<file path="src/rtl/inst_fetch_unit_pkg.sv">
// Shared fetch-unit types: FSM encoding, reset vector
// and the RV32 opcode constants the decoder keys on.
package inst_fetch_unit_pkg;

  localparam logic [31:0] RESET_PC_DEF = 32'h8000_0000;
  localparam logic [31:0] HALT_INST    = 32'h0000_0000;
  localparam logic [31:0] NOP_INST     = 32'h0000_0013;

  typedef enum logic [1:0] {
    ST_REQ  = 2'd0,
    ST_WAIT = 2'd1,
    ST_HOLD = 2'd2,
    ST_HALT = 2'd3
  } fetch_state_e;

  localparam logic [6:0] OPC_LUI    = 7'b0110111;
  localparam logic [6:0] OPC_AUIPC  = 7'b0010111;
  localparam logic [6:0] OPC_JAL    = 7'b1101111;
  localparam logic [6:0] OPC_JALR   = 7'b1100111;
  localparam logic [6:0] OPC_BRANCH = 7'b1100011;
  localparam logic [6:0] OPC_LOAD   = 7'b0000011;
  localparam logic [6:0] OPC_STORE  = 7'b0100011;
  localparam logic [6:0] OPC_OP_IMM = 7'b0010011;
  localparam logic [6:0] OPC_OP     = 7'b0110011;
  localparam logic [6:0] OPC_SYSTEM = 7'b1110011;

  function automatic logic [6:0] opcode_of(
    input logic [31:0] w
  );
    return w[6:0];
  endfunction

  function automatic logic [2:0] funct3_of(
    input logic [31:0] w
  );
    return w[14:12];
  endfunction

  function automatic logic [6:0] funct7_of(
    input logic [31:0] w
  );
    return w[31:25];
  endfunction

endpackage

</file>
<file path="src/rtl/inst_fetch_unit_if.sv">
// Fetch-unit bus bundle: imem request/response, decoder
// handshake, redirect/halt control and delivery count.
interface inst_fetch_unit_if #(
  parameter int XLEN = 32
);
  import inst_fetch_unit_pkg::*;

  logic            imem_req_valid;
  logic            imem_req_ready;
  logic [XLEN-1:0] imem_addr;
  logic            imem_rsp_valid;
  logic [XLEN-1:0] imem_rsp_data;
  logic            inst_valid;
  logic            inst_ready;
  logic [XLEN-1:0] inst;
  logic [XLEN-1:0] inst_pc;
  logic            redirect_valid;
  logic [XLEN-1:0] redirect_pc;
  logic            halt_req;
  logic [31:0]     fetch_count;

  modport master (
    output imem_req_valid,
    output imem_addr,
    output inst_valid,
    output inst,
    output inst_pc,
    output fetch_count,
    input  imem_req_ready,
    input  imem_rsp_valid,
    input  imem_rsp_data,
    input  inst_ready,
    input  redirect_valid,
    input  redirect_pc,
    input  halt_req
  );

  modport slave (
    input  imem_req_valid,
    input  imem_addr,
    input  inst_valid,
    input  inst,
    input  inst_pc,
    input  fetch_count,
    output imem_req_ready,
    output imem_rsp_valid,
    output imem_rsp_data,
    output inst_ready,
    output redirect_valid,
    output redirect_pc,
    output halt_req
  );

endinterface

</file>
<file path="src/rtl/inst_fetch_unit.sv">
// Single-outstanding instruction fetch FSM with Moore
// outputs, redirect kill tracking and sticky halt.
module inst_fetch_unit
  import inst_fetch_unit_pkg::*;
#(
  parameter int              XLEN     = 32,
  parameter logic [XLEN-1:0] RESET_PC = XLEN'(RESET_PC_DEF)
) (
  input logic               clk,
  input logic               rst,
  inst_fetch_unit_if.master bus
);

  fetch_state_e    state_q, state_d;
  logic [XLEN-1:0] pc_q, pc_d;
  logic [XLEN-1:0] buf_q, buf_d;
  logic            kill_q, kill_d;
  logic [31:0]     cnt_q, cnt_d;
  logic [XLEN-1:0] redir_pc;

  assign redir_pc = {bus.redirect_pc[XLEN-1:2], 2'b00};

  always_comb begin
    state_d = state_q;
    pc_d    = pc_q;
    buf_d   = buf_q;
    kill_d  = kill_q;
    cnt_d   = cnt_q;
    if (bus.halt_req) begin
      state_d = ST_HALT;
    end else begin
      unique case (state_q)
        ST_REQ: begin
          if (bus.redirect_valid) pc_d = redir_pc;
          // an accepted stale request must be dropped on return
          if (bus.imem_req_ready) begin
            state_d = ST_WAIT;
            kill_d  = bus.redirect_valid;
          end
        end
        ST_WAIT: begin
          if (bus.redirect_valid) begin
            pc_d = redir_pc;
            if (bus.imem_rsp_valid) begin
              state_d = ST_REQ;
              kill_d  = 1'b0;
            end else begin
              kill_d  = 1'b1;
            end
          end else if (bus.imem_rsp_valid) begin
            if (kill_q) begin
              state_d = ST_REQ;
              kill_d  = 1'b0;
            end else begin
              buf_d   = bus.imem_rsp_data;
              state_d = ST_HOLD;
            end
          end
        end
        ST_HOLD: begin
          if (bus.redirect_valid) begin
            pc_d    = redir_pc;
            state_d = ST_REQ;
          end else if (bus.inst_ready) begin
            pc_d    = pc_q + XLEN'(4);
            cnt_d   = cnt_q + 32'd1;
            state_d = ST_REQ;
          end
        end
        ST_HALT: begin
          state_d = ST_HALT;
        end
      endcase
    end
  end

  always_ff @(posedge clk or posedge rst) begin
    if (rst) begin
      state_q <= ST_REQ;
      kill_q  <= 1'b0;
    end else begin
      state_q <= state_d;
      kill_q  <= kill_d;
    end
  end

  always_ff @(posedge clk or posedge rst) begin
    if (rst) pc_q <= RESET_PC;
    else     pc_q <= pc_d;
  end

  always_ff @(posedge clk or posedge rst) begin
    if (rst) begin
      buf_q <= '0;
      cnt_q <= '0;
    end else begin
      buf_q <= buf_d;
      cnt_q <= cnt_d;
    end
  end

  assign bus.imem_req_valid = (state_q == ST_REQ);
  assign bus.imem_addr      = pc_q;
  assign bus.inst_valid     = (state_q == ST_HOLD);
  assign bus.inst           = buf_q;
  assign bus.inst_pc        = pc_q;
  assign bus.fetch_count    = cnt_q;

endmodule

</file>
<file path="src/flat_wrapper.sv">
// flat-port wrapper written by rule: the top's interface ports become plain ports
module inst_fetch_unit_flat import inst_fetch_unit_pkg::*;
#(
  parameter int              XLEN     = 32,
  parameter logic [XLEN-1:0] RESET_PC = XLEN'(RESET_PC_DEF)
)
  (clk, rst, bus_imem_req_valid, bus_imem_addr, bus_inst_valid, bus_inst, bus_inst_pc, bus_fetch_count, bus_imem_req_ready, bus_imem_rsp_valid, bus_imem_rsp_data, bus_inst_ready, bus_redirect_valid, bus_redirect_pc, bus_halt_req);
  inst_fetch_unit_if #(.XLEN(XLEN)) bus_i ();
  input logic clk;
  input logic rst;
  output wire logic [$bits(bus_i.imem_req_valid)-1:0] bus_imem_req_valid;
  output wire logic [$bits(bus_i.imem_addr)-1:0] bus_imem_addr;
  output wire logic [$bits(bus_i.inst_valid)-1:0] bus_inst_valid;
  output wire logic [$bits(bus_i.inst)-1:0] bus_inst;
  output wire logic [$bits(bus_i.inst_pc)-1:0] bus_inst_pc;
  output wire logic [$bits(bus_i.fetch_count)-1:0] bus_fetch_count;
  input wire logic [$bits(bus_i.imem_req_ready)-1:0] bus_imem_req_ready;
  input wire logic [$bits(bus_i.imem_rsp_valid)-1:0] bus_imem_rsp_valid;
  input wire logic [$bits(bus_i.imem_rsp_data)-1:0] bus_imem_rsp_data;
  input wire logic [$bits(bus_i.inst_ready)-1:0] bus_inst_ready;
  input wire logic [$bits(bus_i.redirect_valid)-1:0] bus_redirect_valid;
  input wire logic [$bits(bus_i.redirect_pc)-1:0] bus_redirect_pc;
  input wire logic [$bits(bus_i.halt_req)-1:0] bus_halt_req;
  assign bus_imem_req_valid = bus_i.imem_req_valid;
  assign bus_imem_addr = bus_i.imem_addr;
  assign bus_inst_valid = bus_i.inst_valid;
  assign bus_inst = bus_i.inst;
  assign bus_inst_pc = bus_i.inst_pc;
  assign bus_fetch_count = bus_i.fetch_count;
  assign bus_i.imem_req_ready = bus_imem_req_ready;
  assign bus_i.imem_rsp_valid = bus_imem_rsp_valid;
  assign bus_i.imem_rsp_data = bus_imem_rsp_data;
  assign bus_i.inst_ready = bus_inst_ready;
  assign bus_i.redirect_valid = bus_redirect_valid;
  assign bus_i.redirect_pc = bus_redirect_pc;
  assign bus_i.halt_req = bus_halt_req;
  inst_fetch_unit #(.XLEN(XLEN), .RESET_PC(RESET_PC)) u_core (.clk(clk), .rst(rst), .bus(bus_i));
endmodule
</file>
<file path="config.mk">
export PLATFORM = sky130hd
export DESIGN_NAME = inst_fetch_unit_flat
export DESIGN_NICKNAME = d
export VERILOG_FILES = /design/src/rtl/inst_fetch_unit_pkg.sv /design/src/rtl/inst_fetch_unit_if.sv /design/src/rtl/inst_fetch_unit.sv /design/src/flat_wrapper.sv
export SDC_FILE = /design/constraint.sdc
export NUM_CORES = 1
export LEC_CHECK = 0
export ABC_AREA = 1
export BUFFER_PORTS_ARGS = -buffer_cell sky130_fd_sc_hd__clkbuf_2
export CAP_MARGIN = 20
export CORE_MARGIN = 2
export CORE_UTILIZATION = 55
export DETAILED_ROUTE_END_ITERATION = 16
export PLACE_DENSITY_LB_ADDON = 0.05
export SLEW_MARGIN = 30
export SYNTH_ARGS = -nofsm -noshare
export SYNTH_HDL_FRONTEND = slang
export SYNTH_SLANG_ARGS = --single-unit
</file>
<file path="constraint.sdc">
create_clock -name clk -period 5 [get_ports clk]
set_input_delay 0.75 -clock clk [delete_from_list [all_inputs] [get_ports clk]]
set_output_delay 0.75 -clock clk [all_outputs]
set_load 0.02 [all_outputs]
</file>
# Yosys cells after proc, flatten, opt, wreduce, memory -nomap -nowiden
# Index checks and enable logic that the tools add are counted.
[totals] output_inout_bits=130 in_bits=71 word_cells=47 register_bits=99
[op_classes] reduce_logical=9 eq_ne=10 n_mux=18 add_sub_neg=2 bitwise_logic=3
[ops] op="32-bit 2-to-1 mux" count=3
[ops] op="32-bit case mux with 2 select lines" count=1
[ops] op="32-bit by 1-bit adder with 32-bit output, second input constant" count=1
[ops] op="32-bit by 3-bit adder with 32-bit output, second input constant" count=1
[ops] op="2-bit 2-to-1 mux" count=8
[ops] op="4-bit AND reduction" count=3
[ops] op="2-bit case mux with 4 select lines" count=1
[ops] op="3-bit by 1-bit != test with 1-bit output, second input constant" count=2
[ops] op="3-bit != test, second input constant" count=2
[ops] op="5-bit AND reduction" count=1
[ops] op="2-bit equality test, second input constant" count=2
[ops] op="1-bit 2-to-1 mux" count=4
[ops] op="2-bit by 1-bit != test with 1-bit output, second input constant" count=2
[ops] op="4-bit by 1-bit != test with 1-bit output, second input constant" count=1
[ops] op="2-bit nonzero test" count=2
[ops] op="1-bit inverter" count=3
[ops] op="3-bit AND reduction" count=1
[ops] op="2-bit by 1-bit equality test with 1-bit output, second input constant" count=1
[ops] op="2-bit zero test" count=1
[ops] op="1-bit case mux with 2 select lines" count=1
[ops] op="2-bit OR reduction" count=1

# Depth between registers and ports, before layout
[depth] word_depth=5 ltp_mapped=12 depth_no_buf=12

# Least setup slack after synthesis
# Ideal clock, no wire load.
[synth_path] path_type="flip-flop to flip-flop" start="reg u_core.state_q[0]" end="reg u_core.cnt_q[27] (netlist: u_core.bus.fetch_count[27])" path_buffers=0 setup_time_ns=0.117 arrival_time_ns=1.683 setup_slack_ns=3.200 stages_incl_launch_ff=12 period_less_slack_ns=1.800 path_cell_list="dfrtp_1 inv_1 ha_1 inv_1 nor2_4 nand3_4 nor2_4 nand2_1 nor2_4 nand3_1 nand2_1 nand2_1"
[synth_between] elab_chain_len=2
[synth_lines] element="start, declared" line="inst_fetch_unit.sv:14" rtl="fetch_state_e state_q, state_d;"
[synth_lines] element="start signal, assigned" line="inst_fetch_unit.sv:82" rtl="state_q <= state_d;"
[synth_lines] element="2-bit equality test"
[synth_lines] element="via bus_inst_valid" line="flat_wrapper.sv:13" rtl="output wire logic [$bits(bus_i.inst_valid)-1:0] bus_inst_valid;"
[synth_lines] element="4-bit AND reduction (no source line)"
[synth_lines] element="end signal, assigned" line="inst_fetch_unit.sv:98" rtl="cnt_q <= cnt_d;"
[synth_lines] element="end, declared" line="inst_fetch_unit.sv:18" rtl="logic [31:0] cnt_q, cnt_d;"
# The timed path passes the listed nets, and every way through them passes these cells.
# A chain may end at the register's enable or synchronous reset.

# Worst setup path after layout
[layout_path] start="reg u_core.state_q[0]" end="reg u_core.pc_q[6] (netlist: u_core.bus.imem_addr[6])"
[layout_between] elab_chain_len=4 word_cells_on_any_way=9 classes_between="eq/ne (4); mux (1); reduce/logical (4)"
[layout_lines] element="2-bit by 1-bit equality test with 1-bit output / 2-bit zero test (equally long branches)" line="inst_fetch_unit.sv:32" rtl="unique case (state_q)"
[layout_lines] element="2-bit OR reduction (no source line)"
[layout_lines] element="2-bit by 1-bit != test with 1-bit output (no source line) / 2-bit nonzero test (equally long branches)"
[layout_lines] element="4-bit AND reduction (no source line)"
[layout_lines] element="end signal, assigned" line="inst_fetch_unit.sv:89" rtl="else pc_q <= pc_d;"
[layout_lines] element="end, declared" line="inst_fetch_unit.sv:15" rtl="logic [XLEN-1:0] pc_q, pc_d;"
# Parallel ways exist; a longest one is shown, timed or not.

==> results.sh <==
export IMPL_min_path_type="input pin to async pin"
export IMPL_grt_max_degree=59
export IMPL_vias=5640
export IMPL_drt_iter0_drc=307
export IMPL_drive_gt1_share_pct=26.5
export IMPL_max_cap_viol_count=0
export IMPL_cts_sinks=97
export IMPL_synth_main_ff_cell="dfrtp_1"
export IMPL_final_area_um2=6950
export IMPL_start_kind="flip-flop"
export IMPL_rsz0062_at_grt="no"
export IMPL_cts_root_buf="clkbuf_8"
export IMPL_synthCells=810
export IMPL_synth_edf_count=0
export IMPL_clkTransAtPathRegs_ns=0.10
export IMPL_dieHeight_um=108
export IMPL_ir_drop_v=0.000327
export IMPL_syn_to_final_growth_pct=17.7
export IMPL_worst_endpoint_required_ns=5.25
export IMPL_synth_area_um2=5910
export IMPL_status="finished, final reports clean"
export IMPL_dp_cells=1096
export IMPL_final_cell_mix="nand2_1 (281), clkbuf_2 (194), nor2_1 (144)"
export IMPL_cp_max_fo=55
export IMPL_cts_resized=0
export IMPL_cts_tree="built"
export IMPL_async_reset_ff_share_pct=100
export IMPL_period_needed_ns=2.28
export IMPL_ys_warnings_count=0
export IMPL_grt_usage_pct=26.2
export IMPL_hold_buffers=0
export IMPL_post_place_ws_ns=2.27
export IMPL_hpwl_mm=11.1
export IMPL_post_cts_buffers=0
export IMPL_final_cell_count_no_fill=1112
export IMPL_dr_pass1_iters=7
export IMPL_clk_latency_ns=0.38
export IMPL_hold_viol_final=0
export IMPL_skew_ns=0.00885
export IMPL_cts_buffers_inserted=9
export IMPL_layout_commonest_cell="nand2_1"
export IMPL_gp_congestion=0.861
export IMPL_top_usage_layer="met2"
export IMPL_totalWireLength_mm=14.7
export IMPL_grt_pass1_vias=5407
export IMPL_finalWorstSetupSlack_ns=2.72
export IMPL_grt_pass1_wl_mm=24.2
export IMPL_slew_viol_final=0
export IMPL_leakage_nw=3.55
export IMPL_placed_area_um2=6760
export IMPL_avgSynthCellArea_um2=7.29
export IMPL_ys_types=37
export IMPL_cts_buffer_depth=2
export IMPL_detail_route_wl_per_cell_um=13.2
export IMPL_drc=0
export IMPL_htree_levels=3
export IMPL_fmax_ghz=0.438
export IMPL_initial_core_util_pct=57.0
export IMPL_io_buffers=194
export IMPL_ant_nets=0
export IMPL_use_met2_pct=47.0
export IMPL_synth_ff_latch_count=97
export IMPL_dieWidth_um=108
export IMPL_gr_usage_met1_pct=31.8
export IMPL_seq_area_frac_synth_pct=41.1
export IMPL_io_pins=201
export IMPL_die_area_um2=11600
export IMPL_overflow=0
export IMPL_n_antenna_cell=0
export IMPL_drt_vias_per_instance=5.07
export IMPL_antenna_found_initial=0
export IMPL_cp_end_kind="flip-flop"
export IMPL_maxSlewHeadroom_pct=62.4
export IMPL_fin_setup_tns_ns=0
export IMPL_row_count=37
export IMPL_power_density_nw_per_um2=491
export IMPL_coreArea_um2=10400
export IMPL_use_met3_pct=2.78
export IMPL_finalSetupViolCount=0
export IMPL_fin_crit_sh_pct=45.7
export IMPL_arrival_ns=2.54
export IMPL_nets=1050
export IMPL_path_class="flip-flop to flip-flop"
export IMPL_tightestPinTransition_ns=0.563
==> metrics by stage <==
step / hold WS (ns) / total power (W) / util, %
3_3_place_gp: 0.476 / 0.00287 / 65.1
4_1_cts: 0.400 / 0.00343 / 67.0
5_1_grt: 0.419 / 0.00366 / 67.0
6_report: 0.374 / 0.00341 / 67.0
3_5_place_dp: 0.481 / 0.00293 / 65.1
2_1_floorplan: 0.454 / 0.00251 / -
==> registers in the layout, summed over array words and instances, names as in the netlist <==
register                flops
u_core.bus.inst            32
u_core.bus.fetch_count     32
u_core.kill_q               1
u_core.state_q              2
u_core.bus.imem_addr       30
==> cell usage after synthesis (3+ instances only) <==
cell      number  area, µm²
inv_1         60        225
o21ai_0       29        145
ha_1           8        100
dfrtp_1       96       2400
buf_4         34        255
clkbuf_1       3       11.3
nor2_4         3       33.8
nor2_2         4       25.0
nand3_1       40        200
xor2_1        10       87.6
buf_2         13       65.1
nor2_1       144        541
o22ai_1        3       18.8
nand2_1      281       1050
nand4_1        3       18.8
nand3b_1       9       67.6
a21oi_1       10       50.1
mux2_2        30        338
xnor2_1        8       70.1
==> critical path: stages, from the launching register on <==
cell     delay [ns]
dfrtp_1        0.44
inv_1          0.12
ha_1           0.18
inv_1          0.07
nor2_4         0.12
buf_4          0.48
inv_1          0.30
nor2_1         0.19
nand2_1        0.08
o21ai_0        0.07
a22oi_1        0.10
==> per-layer routing <==
metal	routed length [µm]	part of all wire, %	vias up
met5	0	0	-
met4	334	2.3	0
met3	732	5.0	26
met2	7460	51	181
met1	6150	42	2604
li1	-	-	2829
==> power by group <==
part	switching (W)	internal, W	leakage [nW]	total (W)
Clock	0.000303	0.000202	0.0987	0.000505
Combinational	0.00102	0.000535	2.23	0.00156
Sequential	0.000303	0.00104	1.23	0.00135
==> worst paths after layout <==
path,startpoint,to,slack (ns),cells after the start
setup / recovery,u_core.state_q[0],u_core.bus.imem_addr[6],2.72,10
hold / removal,rst,u_core.bus.inst[22],0.37,2
hold reg to reg,u_core.bus.inst[27],u_core.bus.inst[27],0.50,1
min in group clk,u_core.bus.inst[27],u_core.bus.inst[27],0.50,1
setup reg to reg,u_core.state_q[0],u_core.bus.imem_addr[6],2.72,10
max in group asynchronous,rst,u_core.bus.imem_addr[31],3.64,3
==> layout make-up <==
class	count	area [µm²]
inverters	61	234
well taps	136	170
multi-input cells	605	2940
clock inverters	6	51.3
flip-flops and latches	97	2430
fillers	935	3420
clock buffers	10	138
repair buffers	197	993
==> cell families after synthesis <==
family	after synthesis	share of synthesized area (%)
buffers and inverters	111	9.49
adder cells (fa/ha/maj)	8	1.69
AND/OR/NAND/NOR	491	34.0
flip-flops	97	41.1
multiplexers	32	6.10
XOR/XNOR	18	2.67
other	1	0.0635
AO/OA/AOI/OAI	52	4.91
No activity file was read; power rests on OpenSTA's default activity.
